`config.mk`:
```
export PLATFORM = sky130hd
export DESIGN_NAME = ysyx_23060191_lsu_ctrl
export DESIGN_NICKNAME = d
export VERILOG_FILES = /design/src/rtl/ysyx_23060191_lsu_ctrl.sv
export SDC_FILE = /design/constraint.sdc
export NUM_CORES = 1
export LEC_CHECK = 0
export BUFFER_PORTS_ARGS = -buffer_cell sky130_fd_sc_hd__buf_2
export CAP_MARGIN = 10
export CELL_PAD_IN_SITES_DETAIL_PLACEMENT = 0
export CELL_PAD_IN_SITES_GLOBAL_PLACEMENT = 1
export CORE_UTILIZATION = 30
export CTS_BUF_LIST = sky130_fd_sc_hd__clkbuf_4
export CTS_CLUSTER_SIZE = 16
export DETAILED_ROUTE_END_ITERATION = 8
export GPL_TIMING_DRIVEN = 0
export PLACE_DENSITY = 0.75
export SYNTH_ARGS = -nofsm -noshare
export SYNTH_HDL_FRONTEND = slang
export SYNTH_SLANG_ARGS = --single-unit
```
`constraint.sdc`:
```
create_clock -name clk -period 3.4 [get_ports clk]
set_input_delay 0.51 -clock clk [delete_from_list [all_inputs] [get_ports clk]]
set_output_delay 0.51 -clock clk [all_outputs]
set_load 0.02 [all_outputs]
```
`src/rtl/ysyx_23060191_lsu_ctrl.sv`:
```
`default_nettype none
// ---------------------------------------------------------------------------
// ysyx_23060191_lsu_ctrl : multi-cycle load/store unit between EXU and WBU
// Revision 1.0
// ---------------------------------------------------------------------------
module ysyx_23060191_lsu_ctrl #(
  parameter int CPU_WIDTH     = 32,
  parameter int LSU_OPT_WIDTH = 4
) (
  input  logic                     clk,
  input  logic                     rstn,
  input  logic                     in_valid,
  output logic                     in_ready,
  input  logic [LSU_OPT_WIDTH-1:0] lsu_opt_code,
  input  logic [CPU_WIDTH-1:0]     addr,
  input  logic [CPU_WIDTH-1:0]     data_store,
  input  logic [CPU_WIDTH-1:0]     exu_res,
  output logic                     out_valid,
  input  logic                     out_ready,
  output logic [CPU_WIDTH-1:0]     out_data,
  output logic                     out_err,
  output logic                     mem_req,
  output logic                     mem_we,
  output logic [CPU_WIDTH-1:0]     mem_addr,
  output logic [CPU_WIDTH-1:0]     mem_wdata,
  output logic [3:0]               mem_wmask,
  input  logic                     mem_gnt,
  input  logic                     mem_rvalid,
  input  logic [CPU_WIDTH-1:0]     mem_rdata
);

  localparam logic [1:0] S_IDLE = 2'd0;
  localparam logic [1:0] S_REQ  = 2'd1;
  localparam logic [1:0] S_WAIT = 2'd2;
  localparam logic [1:0] S_RESP = 2'd3;

  localparam logic [LSU_OPT_WIDTH-1:0] OP_LB  = 4'd1;
  localparam logic [LSU_OPT_WIDTH-1:0] OP_LH  = 4'd2;
  localparam logic [LSU_OPT_WIDTH-1:0] OP_LW  = 4'd3;
  localparam logic [LSU_OPT_WIDTH-1:0] OP_LBU = 4'd4;
  localparam logic [LSU_OPT_WIDTH-1:0] OP_LHU = 4'd5;
  localparam logic [LSU_OPT_WIDTH-1:0] OP_SB  = 4'd9;
  localparam logic [LSU_OPT_WIDTH-1:0] OP_SH  = 4'd10;
  localparam logic [LSU_OPT_WIDTH-1:0] OP_SW  = 4'd11;

  logic [1:0]               state;
  logic [LSU_OPT_WIDTH-1:0] op_q;
  logic [1:0]               lo_q;

  logic                     is_load;
  logic                     is_store;
  logic                     misaligned;
  logic [3:0]               wmask_n;
  logic [CPU_WIDTH-1:0]     wdata_n;
  logic [CPU_WIDTH-1:0]     rshift;
  logic [7:0]               rbyte;
  logic [15:0]              rhalf;
  logic [CPU_WIDTH-1:0]     load_val;

  assign in_ready = (state == S_IDLE);

  // Decode of the op currently presented by EXU.
  always_comb begin
    is_load    = 1'b0;
    is_store   = 1'b0;
    misaligned = 1'b0;
    wmask_n    = 4'b0000;
    case (lsu_opt_code)
      OP_LB, OP_LBU: is_load = 1'b1;
      OP_LH, OP_LHU: begin
        is_load    = 1'b1;
        misaligned = addr[0];
      end
      OP_LW: begin
        is_load    = 1'b1;
        misaligned = |addr[1:0];
      end
      OP_SB: begin
        is_store = 1'b1;
        wmask_n  = 4'b0001 << addr[1:0];
      end
      OP_SH: begin
        is_store   = 1'b1;
        misaligned = addr[0];
        wmask_n    = 4'b0011 << addr[1:0];
      end
      OP_SW: begin
        is_store   = 1'b1;
        misaligned = |addr[1:0];
        wmask_n    = 4'b1111;
      end
      default: ;
    endcase
  end

  assign wdata_n = data_store << {addr[1:0], 3'b000};

  // Load extraction uses the byte offset captured at accept time.
  assign rshift = mem_rdata >> {lo_q, 3'b000};
  assign rbyte  = rshift[7:0];
  assign rhalf  = lo_q[1] ? mem_rdata[31:16] : mem_rdata[15:0];

  always_comb begin
    load_val = '0;
    case (op_q)
      OP_LB:   load_val = {{24{rbyte[7]}}, rbyte};
      OP_LBU:  load_val = {24'd0, rbyte};
      OP_LH:   load_val = {{16{rhalf[15]}}, rhalf};
      OP_LHU:  load_val = {16'd0, rhalf};
      OP_LW:   load_val = mem_rdata;
      default: load_val = '0;
    endcase
  end

  always_ff @(posedge clk or negedge rstn) begin
    if (!rstn) begin
      state     <= S_IDLE;
      op_q      <= '0;
      lo_q      <= 2'b00;
      out_valid <= 1'b0;
      out_data  <= '0;
      out_err   <= 1'b0;
      mem_req   <= 1'b0;
      mem_we    <= 1'b0;
      mem_addr  <= '0;
      mem_wdata <= '0;
      mem_wmask <= 4'b0000;
    end else begin
      case (state)
        S_IDLE: begin
          if (in_valid) begin
            op_q <= lsu_opt_code;
            lo_q <= addr[1:0];
            if (!is_load && !is_store) begin
              out_valid <= 1'b1;
              out_data  <= exu_res;
              out_err   <= 1'b0;
              state     <= S_RESP;
            end else if (misaligned) begin
              out_valid <= 1'b1;
              out_data  <= '0;
              out_err   <= 1'b1;
              state     <= S_RESP;
            end else begin
              mem_req   <= 1'b1;
              mem_we    <= is_store;
              mem_addr  <= {addr[CPU_WIDTH-1:2], 2'b00};
              mem_wdata <= wdata_n;
              mem_wmask <= wmask_n;
              state     <= S_REQ;
            end
          end
        end
        S_REQ: begin
          if (mem_gnt) begin
            mem_req <= 1'b0;
            // A response in the grant cycle completes the access immediately.
            if (mem_rvalid) begin
              out_valid <= 1'b1;
              out_data  <= load_val;
              out_err   <= 1'b0;
              state     <= S_RESP;
            end else begin
              state <= S_WAIT;
            end
          end
        end
        S_WAIT: begin
          if (mem_rvalid) begin
            out_valid <= 1'b1;
            out_data  <= load_val;
            out_err   <= 1'b0;
            state     <= S_RESP;
          end
        end
        S_RESP: begin
          if (out_ready) begin
            out_valid <= 1'b0;
            state     <= S_IDLE;
          end
        end
        default: state <= S_IDLE;
      endcase
    end
  end

endmodule
`default_nettype wire

```
# Yosys cells after proc, flatten, opt, wreduce, memory -nomap -nowiden
# Index checks and enable logic that the tools add are counted.
# word_totals
ff_bits,110
out_inout_bits,105
wordCells,94
# op_classes
eq_ne,23
shift,4
n_mux,37
bitwise,2
n_reduce_logical,17
# ops
operator,count
$mux W32,5
$pmux W32 S5,1
$pmux W32 S3,1
$shl A32 B5 Y32,1
$shr A32 B5 Y8,1
$mux W1,17
$eq A4 B2 Y1 const B,4
$eq A4 B3 Y1 const B,4
$mux W16,1
$reduce_and A4 Y1,4
$eq A4 B4 Y1 const B,3
$mux W2,6
$ne A2 B2 Y1 const B,6
$pmux W4 S3,1
$eq A4 B1 Y1 const B,2
$pmux W2 S4,1
$reduce_or A3 Y1,2
$reduce_and A5 Y1,1
$reduce_or A5 Y1,1
$eq A2 B2 Y1 const B,2
$pmux W1 S2,2
$pmux W1 S4,1
$reduce_or A2 Y1,2
$shl A1 B2 Y4 const A,1
11 further kinds,13

# Longest topological paths before layout
# depth
ltp_word,8
ltp_mapped,10

# Worst setup path before layout
# No wires, ideal clock.
# synth_path
kind,register to register
startpoint,reg state[0]
endpoint,reg out_data[6]
setup_time_ps,87
arrival_time_ps,2059
t_required_ps,3313
setup_slack_ps,1254
stages_incl_launch_ff,11
n_path_buf,3
synth_period_minus_slack_ps,2146
cell_sequence,dfrtp_1 inv_1 ha_1 buf_6 nor2b_1 nor4_2 o311a_1 buf_4 clkbuf_1 nand3_1 o211ai_1
# synth_via
elab_chain_cells,3
word_cells_on_any_way,9
# synth_rtl
item,line,rtl
start: declaration,46,logic [1:0] state;
start signal: assignment,117,state <= S_IDLE;
start signal: assignment,138,state <= S_RESP;
start signal: assignment,143,state <= S_RESP;
$logic_not A2 Y1 *,n/a,
net in_ready,13,"output logic in_ready,"
$ne A3 B1 Y1 (no source line) (tied with other cells),n/a,
$reduce_and A4 Y1 (no source line),n/a,
end signal: assignment,136,out_data <= exu_res;
end signal: assignment,160,out_data <= load_val;
end signal: assignment,171,out_data <= load_val;
end: declaration,20,"output logic [CPU_WIDTH-1:0] out_data,"
# The timed path passes the listed nets; every way through them passes the cells marked *.
# A chain may end at the register's enable or synchronous reset.

# Final worst setup path
# layout_path
startpoint,reg state[0]
endpoint,reg out_data[16]
# layout_via
elab_chain_cells,3
word_cells_on_any_way,9
# layout_rtl
item,line,rtl
$eq A2 B1 Y1 (tied with other cells),129,case (state)
$ne A2 B2 Y1 (no source line) (tied with other cells),n/a,
$reduce_and A4 Y1 (no source line),n/a,
# Parallel ways exist; a longest one is shown, timed or not.

==> results list <==
* Worst Setup Path Type: register to register
- Power Dens Cells: 841.6 nW/µm²
* Max-Cap Viols: 0
* First element of the critical path: state[0]
* Number of vias in the routed layout: 5422
* Root buffer cell: sky130_fd_sc_hd__clkbuf_4
- After Yosys synthesis, full adders, half adders and majority gates account for 1.062% of the synthesized area.
- No sink is reached through more buffers than the 2 on the longest clock path.
- The layout has 1979 filler cells.
- After synthesis, the share of flip-flops with an asynchronous set or reset is 100.0%.
- Final hold violation count: 0
* Top-level I/O count: 243
* Element type at the critical path end: register
- Crit path arrival time: 2.91 ns
* Total wire length after detailed routing: 19690 µm
* Highest Clock Rate: 392.8 MHz
- Of all nets on the critical path, the largest fanout is 10.
- Mean number of vias per cell: 4.934
* Growth of design area from synthesis to finish: 29.13%
- After global routing the overflow that remains totals 0.
- Clock Skews: 0.01170 ns
- Summed over all failing endpoints, the final setup total negative slack is 0 ns.
* Cell count after placement: 1081
* Average routed wire per standard cell: 17.92 µm
- Multiplexer cells account for 14.60% of the synthesized area.
- Measured against its own limit, the worst slew margin works out to 31.75%.
- In this run the standard cell core region covers 18960 µm².
- ANT nets after route: 0
* DIE WIDTH: 142.1 µm
- Required arrival time at the worst endpoint: 3.76 ns
* Final nets: 976
* Hold buffer count at CTS: 1
- CTS built an H-tree with a depth of 3.
* Effective utilization at floorplan: 31.07%
- Synth Warn #: 0
* Synthesized-area fraction occupied by and/or/nand/nor cells: 13.02%
- Dividing the final minimum period by the clock period gives 74.88%.
- Total area of multi-input combinational cells: 2820 µm²
* Cell area after synthesis: 5889 µm²
- DRT Pass-1 Iters: 5
* Synthesized area per cell: 10.15 µm²
- Number of setup violations in the final report: 0
- Antenna violations before repair: 1
- CTS tree: built
* Number of buffers inserted during clock tree synthesis: 9
- Sink count of the clock tree: 110
* VDD IR-drop max: 0.3938 mV
- After clock tree synthesis, the clock-pin slew on the worst setup and hold paths is 0.18 ns.
* Setup slack of the worst register-to-register path: 0.85 ns
- Height of the chip: 142.1 µm
* Time the worst path needs with I/O delays and setup: 2.546 ns
* Vias in the first global route: 5446
- Placed wire-length estimate after detailed placement: 15470 µm
* Hold Startpoint: addr[5]
- Share of post-route cells with drive strength above 1: 43.56%
- The final max-slew violation count was 0.
- Sequential elements use 46.74% of the synthesized area.
- Of the total synthesized cell area, the portion taken by XOR and XNOR cells is 0.1487%.
- Wire length of the first global-routing pass: 30430 µm
- Latest clock arrival within the worst-skew pair: 0.47 ns
- Worst hold slack across all endpoints: 0.2396 ns
- Unrepaired setup endpoints after global routing: no
- At the pin with the least slew margin, the transition time is 1.015 ns.
- Gates resized during post-CTS repair numbered 0.
* Start of the worst register-to-register path: state[0]
- The analysis attributes to cell leakage a power of 3.749 nW.
* Sequential cell area: 2753 µm²
- Distinct cell type count after synthesis: 55
- The worst setup path is launched from a register.
- Post-synthesis compound-gate area fraction: 18.93%
- Among all flip-flop cells after synthesis, the most frequent one is sky130_fd_sc_hd__dfrtp_1.
- GRT Total Usage: 19.78%
- The die covers 20200 µm².
- Entering global routing, the biggest net connects 58 pins.
* Cell Rows: 50
- Post-route DRC: 0
* Buffers inserted by post-CTS timing repair: 0
- Post-synthesis instance total: 580
- Class of the most critical hold timing path: input pin to register
- # port buffers: 239
- Violation count after the first detailed-routing iteration: 212
- The flow ran to the end, and the final reports show no timing, DRC or antenna violations.
- Synthesis inferred 110 register bits.
- Routability Congestion: 0.8918
- Largest family of logic cells by synthesized area: compound AO/OA/AOI/OAI gates
- EDFF count, synth: 0
- Once layout is complete, the cells apart from fillers number 1099.
==> logic make-up (layout without fill, tap and decap cells) <==
kind of cell,count (synthesis),count (layout)
AO/OA/AOI/OAI,155,155
XOR/XNOR,1,1
adder cells (fa/ha/maj),5,5
buffers and inverters,61,318
flip-flops,110,110
multiplexers,77,77
other,1,3
AND/OR/NAND/NOR,170,170
==> metal layers <==
metal  part of all wire [%]  global-route usage (%)  vias up
met5                      0                       0        -
met4                    1.2                   4.358        0
met3                    7.4                   5.585       17
met2                     48                   33.38      216
met1                     43                   25.03     2596
li1                       -                       -     2593
==> sequential cells by signal, summed over array words and instances, names as in the netlist <==
signal / flops
op_q: 4
mem_addr: 30
mem_wdata: 32
state: 2
mem_wmask: 4
out_data: 32
mem_req: 1
out_err: 1
mem_we: 1
out_valid: 1
lo_q: 2
==> power by group <==
part / switching (mW) / total (mW) / internal (mW)
sequential: 0.263 / 2.09 / 1.83
clock: 0.468 / 0.706 / 0.238
combinational: 2.24 / 3.60 / 1.36
==> layout make-up <==
type,count,share of cell area [%]
Multi-Input combinational cell,410,37.08
Sequential cell,110,36.20
Timing Repair Buffer,241,16.30
Tap cell,260,4.278
Buffer,50,3.669
Clock buffer,10,0.9872
Clock inverter,6,0.9049
Inverter,11,0.5429
Antenna cell,1,0.03291
==> final timing paths <==
check / end / cells after the start
max: out_data[16] / 7
min reg2reg: mem_wdata[13] / 2
max in group asynchronous: out_data[23] / 3
max reg2reg: out_data[16] / 7
min: mem_addr[5] / 2
min in group asynchronous: mem_addr[9] / 2
==> worst max-delay path: stages (launching register included) <==
cell and delay, ns:
sky130_fd_sc_hd__dfrtp_1 0.47, sky130_fd_sc_hd__inv_1 0.14, sky130_fd_sc_hd__ha_1 0.19, sky130_fd_sc_hd__buf_6 0.13, sky130_fd_sc_hd__inv_1 0.07, sky130_fd_sc_hd__o311ai_1 0.74, sky130_fd_sc_hd__clkbuf_1 0.52, sky130_fd_sc_hd__o21ai_0 0.17
==> metrics by stage <==
stage	utilization, %	setup WS, ns	instance area (µm²)	total power [mW]
detailed placement	39.29	0.7836	7448	5.762
CTS	40.11	0.7660	7602	6.489
global placement	39.12	0.3704	7415	5.708
floorplan	-	1.254	5893	4.528
finish	40.12	0.8540	7605	6.400
global route	40.12	0.5736	7605	6.888
==> cells in the mapped netlist, types with 13 or more instances <==
master | count | area share, %
sky130_fd_sc_hd__nand2_1 | 106 | 6.8
sky130_fd_sc_hd__a211oi_1 | 13 | 1.7
sky130_fd_sc_hd__nor2b_1 | 15 | 1.6
sky130_fd_sc_hd__mux2_2 | 57 | 11
sky130_fd_sc_hd__buf_2 | 18 | 1.5
sky130_fd_sc_hd__o21ai_0 | 34 | 2.9
sky130_fd_sc_hd__clkbuf_1 | 15 | 0.96
sky130_fd_sc_hd__nor2_1 | 16 | 1.0
sky130_fd_sc_hd__nand3_1 | 18 | 1.5
sky130_fd_sc_hd__o211ai_1 | 16 | 2.0
sky130_fd_sc_hd__mux2i_1 | 18 | 3.1
sky130_fd_sc_hd__a21oi_1 | 20 | 1.7
sky130_fd_sc_hd__dfrtp_1 | 110 | 47
==> cell usage in the layout, fill, tap and decap left out, types with 2 or more instances in the layout <==
| cell | count |
|---|---|
| sky130_fd_sc_hd__nor2b_1 | 15 |
| sky130_fd_sc_hd__buf_1 | 4 |
| sky130_fd_sc_hd__buf_6 | 7 |
| sky130_fd_sc_hd__a22oi_2 | 10 |
| sky130_fd_sc_hd__mux2_2 | 57 |
| sky130_fd_sc_hd__nor2_1 | 16 |
| sky130_fd_sc_hd__a21oi_1 | 20 |
| sky130_fd_sc_hd__buf_2 | 256 |
| sky130_fd_sc_hd__inv_6 | 2 |
| sky130_fd_sc_hd__a211oi_1 | 13 |
| sky130_fd_sc_hd__clkbuf_1 | 15 |
| sky130_fd_sc_hd__nand2b_1 | 2 |
| sky130_fd_sc_hd__nor4_2 | 2 |
| sky130_fd_sc_hd__o31ai_1 | 11 |
| sky130_fd_sc_hd__o21ai_1 | 11 |
| sky130_fd_sc_hd__mux2i_1 | 18 |
| sky130_fd_sc_hd__nand2_1 | 106 |
| sky130_fd_sc_hd__a22oi_1 | 7 |
| sky130_fd_sc_hd__a21o_1 | 5 |
| sky130_fd_sc_hd__clkbuf_4 | 10 |
| sky130_fd_sc_hd__o211ai_1 | 16 |
| sky130_fd_sc_hd__conb_1 | 2 |
| sky130_fd_sc_hd__inv_1 | 11 |
| sky130_fd_sc_hd__o21ai_0 | 34 |
| sky130_fd_sc_hd__ha_1 | 5 |
| sky130_fd_sc_hd__nand3_1 | 18 |
| sky130_fd_sc_hd__dfrtp_1 | 110 |
| sky130_fd_sc_hd__a222oi_1 | 7 |
| sky130_fd_sc_hd__buf_4 | 6 |
| sky130_fd_sc_hd__a221oi_1 | 9 |
Note: power is estimated with default switching activity, not from simulation.
